## src/rtl/load_store_unit_pkg.sv

```systemverilog
// Shared definitions for the load/store unit: ALU memory opcodes, FSM states
// and small opcode classification helpers.
package load_store_unit_pkg;

  typedef enum logic [1:0] {
    LSU_IDLE = 2'd0,
    LSU_REQ  = 2'd1,
    LSU_WAIT = 2'd2,
    LSU_DONE = 2'd3
  } lsu_state_e;

  localparam logic [5:0] ALU_ADD = 6'd0;
  localparam logic [5:0] ALU_LB  = 6'd20;
  localparam logic [5:0] ALU_LH  = 6'd21;
  localparam logic [5:0] ALU_LW  = 6'd22;
  localparam logic [5:0] ALU_LBU = 6'd23;
  localparam logic [5:0] ALU_LHU = 6'd24;
  localparam logic [5:0] ALU_SB  = 6'd25;
  localparam logic [5:0] ALU_SH  = 6'd26;
  localparam logic [5:0] ALU_SW  = 6'd27;

  function automatic logic is_load(input logic [5:0] op);
    return (op == ALU_LB) || (op == ALU_LH) || (op == ALU_LW) ||
           (op == ALU_LBU) || (op == ALU_LHU);
  endfunction

  function automatic logic is_store(input logic [5:0] op);
    return (op == ALU_SB) || (op == ALU_SH) || (op == ALU_SW);
  endfunction

  function automatic logic is_mem_op(input logic [5:0] op);
    return is_load(op) || is_store(op);
  endfunction

  // Halfwords need an even offset, words need offset zero; bytes are always fine.
  function automatic logic is_misaligned(input logic [5:0] op, input logic [1:0] off);
    if ((op == ALU_LH) || (op == ALU_LHU) || (op == ALU_SH)) return off[0];
    if ((op == ALU_LW) || (op == ALU_SW)) return off != 2'b00;
    return 1'b0;
  endfunction

endpackage

```

## src/rtl/lsu_align.sv

```systemverilog
// Combinational byte-lane steering: store strobe/data replication and
// load data extraction with sign or zero extension.
module lsu_align
  import load_store_unit_pkg::*;
(
  input  logic [5:0]  op_i,
  input  logic [1:0]  off_i,
  input  logic [31:0] sdata_i,
  input  logic [31:0] rdata_i,
  output logic [3:0]  wstrb_o,
  output logic [31:0] wdata_o,
  output logic [31:0] rdata_ext_o
);

  logic [7:0]  rbyte;
  logic [15:0] rhalf;

  assign rbyte = rdata_i[{off_i, 3'b000} +: 8];
  assign rhalf = rdata_i[{off_i[1], 4'b0000} +: 16];

  always_comb begin
    wstrb_o = 4'b0000;
    wdata_o = '0;
    case (op_i)
      ALU_SB: begin
        wdata_o = {4{sdata_i[7:0]}};
        wstrb_o = 4'b0001 << off_i;
      end
      ALU_SH: begin
        wdata_o = {2{sdata_i[15:0]}};
        wstrb_o = 4'b0011 << off_i;
      end
      ALU_SW: begin
        wdata_o = sdata_i;
        wstrb_o = 4'b1111;
      end
      default: ;
    endcase
  end

  always_comb begin
    rdata_ext_o = '0;
    case (op_i)
      ALU_LB:  rdata_ext_o = {{24{rbyte[7]}}, rbyte};
      ALU_LBU: rdata_ext_o = {24'h000000, rbyte};
      ALU_LH:  rdata_ext_o = {{16{rhalf[15]}}, rhalf};
      ALU_LHU: rdata_ext_o = {16'h0000, rhalf};
      ALU_LW:  rdata_ext_o = rdata_i;
      default: ;
    endcase
  end

endmodule

```

## src/rtl/load_store_unit.sv

```systemverilog
// Memory-stage load/store unit: one req/gnt/rvalid transaction per accepted
// op, stalling the pipeline through busy until the access completes.
module load_store_unit
  import load_store_unit_pkg::*;
#(
  parameter int ADDR_W = 32,
  parameter int DATA_W = 32
) (
  input  logic              clk,
  input  logic              rst,
  input  logic              start,
  input  logic [5:0]        alucode,
  input  logic [ADDR_W-1:0] addr,
  input  logic [DATA_W-1:0] store_data,
  output logic              busy,
  output logic              done,
  output logic [DATA_W-1:0] load_result,
  output logic              misaligned,
  output logic              mem_req,
  output logic              mem_we,
  output logic [ADDR_W-1:0] mem_addr,
  output logic [3:0]        mem_wstrb,
  output logic [DATA_W-1:0] mem_wdata,
  input  logic              mem_gnt,
  input  logic              mem_rvalid,
  input  logic [DATA_W-1:0] mem_rdata
);

  lsu_state_e        state_q, state_d;
  logic [5:0]        op_q;
  logic [1:0]        off_q;
  logic              we_q;
  logic [ADDR_W-1:0] addr_q;
  logic [3:0]        wstrb_q;
  logic [DATA_W-1:0] wdata_q;
  logic [DATA_W-1:0] load_result_q;
  logic              misaligned_q;

  logic              is_idle;
  logic              accept;
  logic              reject;
  logic [5:0]        align_op;
  logic [1:0]        align_off;
  logic [3:0]        wstrb_d;
  logic [DATA_W-1:0] wdata_d;
  logic [DATA_W-1:0] rdata_ext;

  assign is_idle = (state_q == LSU_IDLE);
  assign accept  = is_idle && start && is_mem_op(alucode) && !is_misaligned(alucode, addr[1:0]);
  assign reject  = is_idle && start && is_mem_op(alucode) &&  is_misaligned(alucode, addr[1:0]);

  // In IDLE the aligner looks at the incoming op so store lanes can be latched;
  // afterwards it works on the latched op to extract the returning load data.
  assign align_op  = is_idle ? alucode   : op_q;
  assign align_off = is_idle ? addr[1:0] : off_q;

  lsu_align u_align (
    .op_i        (align_op),
    .off_i       (align_off),
    .sdata_i     (store_data),
    .rdata_i     (mem_rdata),
    .wstrb_o     (wstrb_d),
    .wdata_o     (wdata_d),
    .rdata_ext_o (rdata_ext)
  );

  always_comb begin
    state_d = state_q;
    case (state_q)
      LSU_IDLE: if (accept)     state_d = LSU_REQ;
      LSU_REQ:  if (mem_gnt)    state_d = LSU_WAIT;
      LSU_WAIT: if (mem_rvalid) state_d = LSU_DONE;
      LSU_DONE:                 state_d = LSU_IDLE;
      default:                  state_d = LSU_IDLE;
    endcase
  end

  always_ff @(posedge clk or posedge rst) begin
    if (rst) begin
      state_q       <= LSU_IDLE;
      op_q          <= ALU_ADD;
      off_q         <= 2'b00;
      we_q          <= 1'b0;
      addr_q        <= '0;
      wstrb_q       <= 4'b0000;
      wdata_q       <= '0;
      load_result_q <= '0;
      misaligned_q  <= 1'b0;
    end else begin
      state_q      <= state_d;
      misaligned_q <= reject;
      if (accept) begin
        op_q    <= alucode;
        off_q   <= addr[1:0];
        we_q    <= is_store(alucode);
        addr_q  <= {addr[ADDR_W-1:2], 2'b00};
        wstrb_q <= wstrb_d;
        wdata_q <= wdata_d;
      end
      // Stores leave the previous load result untouched.
      if ((state_q == LSU_WAIT) && mem_rvalid && is_load(op_q)) begin
        load_result_q <= rdata_ext;
      end
    end
  end

  assign busy        = !is_idle;
  assign done        = (state_q == LSU_DONE);
  assign misaligned  = misaligned_q;
  assign load_result = load_result_q;
  assign mem_req     = (state_q == LSU_REQ);
  assign mem_we      = mem_req && we_q;
  assign mem_addr    = addr_q;
  assign mem_wstrb   = wstrb_q;
  assign mem_wdata   = wdata_q;

endmodule

```

## config.mk

```make
export PLATFORM = sky130hd
export DESIGN_NAME = load_store_unit
export DESIGN_NICKNAME = d
export VERILOG_FILES = /design/src/rtl/load_store_unit_pkg.sv /design/src/rtl/lsu_align.sv /design/src/rtl/load_store_unit.sv
export SDC_FILE = /design/constraint.sdc
export NUM_CORES = 1
export LEC_CHECK = 0
export CAP_MARGIN = 25
export CORE_ASPECT_RATIO = 0.8
export CORE_MARGIN = 2
export CORE_UTILIZATION = 45
export CTS_BUF_LIST = sky130_fd_sc_hd__clkbuf_2
export DETAILED_ROUTE_END_ITERATION = 12
export PLACE_DENSITY_LB_ADDON = 0.08
export SLEW_MARGIN = 0
export SYNTH_ARGS = -nofsm -noshare
export SYNTH_HDL_FRONTEND = slang
export SYNTH_SLANG_ARGS = --single-unit
```

## constraint.sdc

```tcl
create_clock -name clk -period 5.3 [get_ports clk]
set_clock_uncertainty 0.1 [all_clocks]
set_input_delay 1.06 -clock clk [delete_from_list [all_inputs] [get_ports clk]]
set_output_delay 1.06 -clock clk [all_outputs]
set_load 0.1 [all_outputs]
```

==> results.yml <==
layout:
  final_common_cell: "clkdlybuf4s50_1"
  stdcell_area_mm2: 0.007660
  syn2layout_area_growth_pct: 42.17
  diodes: 0
  final_cell_mix: "clkdlybuf4s50_1, nand2_1, dfrtp_1"
  final_core_utilization: 0.6601
  drive_gt1_frac: 0.07412
  finalNetCount: 848
worst_setup_path:
  path_cells: "inv_1 -> ha_1 -> inv_2 -> clkdlybuf4s50_1"
  slowest_delay_ns: 1.00
  worstPathMaxFanout: 20
  critical-path-top-delay-family: "buffers and inverters"
  required_ns: 4.14
  crit_arrival_ns: 2.98
  cp-start-kind: "register"
  crit_type: "reg2out"
  worst-path-buf-inv: 3
  cp_slowest_cell: "clkdlybuf4s50_1"
  end_kind: "output port"
sta:
  setup_tns_ns: 0
  setup_viol: 0
  rsz0062_at_grt: "false"
  slew_violations: 0
  fin_crit_sh: 0.7816
  fmax_ghz: 0.2414
  final-hold-violation-count: 0
  fin_crit_ns: 4.143
  timing.hold.ws_ns: 0.4168
  relSlewSlack: 0.3112
  worst_pin_slew_ns: 1.030
outcome:
  status: "completed"
synth:
  synth_top_area_cell: "dfrtp_1"
  yosysWarnings: 0
  synth_area_leaders: "dfrtp_1, nand2_1, a22o_1"
  synth_cell_types: 64
  synth.avg_cell_area_um2: 9.922
  synth_ff_type: "dfrtp_1"
  synth.top_cell.area_share: 0.5109
  ys_async_sr_fraction: 1.000
  syn-instance-count: 543
  synth_edf_count: 0
  synth-seq-area-share: 0.5109
  syn-cell-area_mm2: 0.005388
  synth-seq-cells: 110
floorplan:
  die-area_mm2: 0.01287
  coreArea_mm2: 0.01160
  die_w_um: 126.3
  start_util: 0.4643
  rows: 35
  io_pins: 212
  die_y_um: 101.9
clock_tree:
  cts_tree: "done"
  root_buffer: "clkbuf_2"
  clkTransAtPathRegs_ns: 0.30
  cts-htree-levels: 3
  cts_buffers: 9
  cts_hold_buf: 0
  cts_sinks: 110
  clk_path_buf_depth: 2
  post_cts_buffers: 0
  clock_latency_ns: 0.59
  cts.repair.resized: 0
power:
  power_density_mw_per_mm2: 557.4
  seqPwrFrac: 0.277
  pwr-share-clk: 0.087
  p_sw_frac: 0.5789
  power.internal_w: 0.001798
  power.net_switching_w: 0.002472
  comb_power_share: 0.636
  ir_drop_uv: 494.6
  power.leakage_nw: 3.444
  power_w: 0.004270
global_route:
  grt_usage: 0.2473
  grt_pass1_wl_mm: 25.20
  grt.overflow.total: 0
  antenna_found_initial: 0
  grt_pass1_vias: 4884
  grt_max_degree: 80
drt:
  met2_length_mm: 7.357
  met1_length_mm: 6.708
  wl_per_cell_um: 17.69
  drt-pass1-iter-count: 5
  top_layer: "met4"
  vias_per_cell: 5.488
  drt_wl_total_mm: 15.74
  wl_met3_mm: 1.458
  vias: 4884
  drt_iter0_markers: 415
  ant_nets: 0
  drc_errors: 0
run:
  drv_cap: 0
placement:
  dp_hpwl_mm: 11.50
  post_dp_cell_area_mm2: 0.007526
  port_buffers: 209
  place_congestion: 0.8921
hold_path:
  hp-class: "reg2reg"
## registers in the layout (all words and copies together), names as in the netlist
name         count
misaligned       1
mem_wdata       32
op_q             6
state_q          2
off_q            2
load_result     32
mem_wstrb        4
mem_addr        30
we_q             1
## power groups by stage
| stage | Clock, W | Combinational [W] | Sequential (W) |
|---|---|---|---|
| detailed placement | 0 | 0.00271 | 0.00120 |
| CTS | 0.000386 | 0.00272 | 0.00119 |
| floorplan | 0 | 0.000767 | 0.00249 |
| global placement | 0 | 0.00268 | 0.00119 |
| global route | 0.000416 | 0.00283 | 0.00122 |
| finish | 0.000371 | 0.00271 | 0.00118 |
## worst min-delay path, delay by kind of cell, from the launching register on
| kind | cells | cell delay [ns] |
|---|---|---|
| AND/OR/NAND/NOR | 2 | 0.10 |
| flip-flops | 1 | 0.42 |
## synthesized netlist by cell type, types with 2 or more instances
library cell  number
nand2_1          160
dfrtp_1          110
a22o_1            25
a22oi_1           25
nor2_1            23
o21ai_0           23
a221o_1           16
buf_2             11
mux2i_1           11
clkbuf_1          10
o21ai_2           10
a21oi_1            8
a221oi_1           8
buf_6              7
inv_1              7
nand3b_1           6
and2_1             4
buf_4              4
ha_1               4
nand2b_1           4
nor2b_1            4
o21ai_1            4
or3b_1             4
a222oi_1           3
buf_1              3
nand4_1            3
o211ai_1           3
xor2_1             3
mux2_2             2
nand3_1            2
nor3_1             2
nor3b_1            2
## metrics by stage
| stage | worst slack (ns) | cells |
|---|---|---|
| after floorplan | 1.238 | 544 |
| after global placement | 1.658 | 873 |
| after detailed placement | 1.550 | 873 |
| after CTS | 1.115 | 889 |
| after global routing | 0.9777 | 890 |
| final | 1.157 | 890 |
## final timing paths
path	from	end	slack, ns	cells after the start
worst max-delay path	state_q[0]	busy	1.16	4
worst min register to register	mem_addr[13]	mem_addr[13]	0.42	2
worst min-delay path	mem_addr[13]	mem_addr[13]	0.42	2
min in group asynchronous	rst	mem_addr[20]	0.55	2
worst max register to register	state_q[0]	load_result[26]	1.86	7
max in group asynchronous	rst	mem_wdata[2]	3.53	4
## per-layer routing
metal	track usage	vias to the layer above
met1	0.3296	2305
met2	0.4078	247
met5	0	-
li1	-	2309
met3	0.07120	23
met4	0.05748	0
## kinds of logic after synthesis
group           count (synthesis)  synth area share
compound gates                143            0.2141
xor+xnor                        3          0.004878
simple gates                  224            0.1835
other cells                     1         0.0006960
mux                            15           0.03158
flops                         110            0.5109
fa+ha+maj                       4          0.009290
buf+inv                        43           0.04505
## cell type report
type                            instances  area (µm²)
Fill cell                             948        3945
Multi-Input combinational cell        391        2411
Clock buffer                           10       50.05
Clock inverter                          6       56.30
Tap cell                              148       185.2
Inverter                                8       32.53
Sequential cell                       110        2753
Timing Repair Buffer                  217        2172
(Power assumes the default switching activity.)
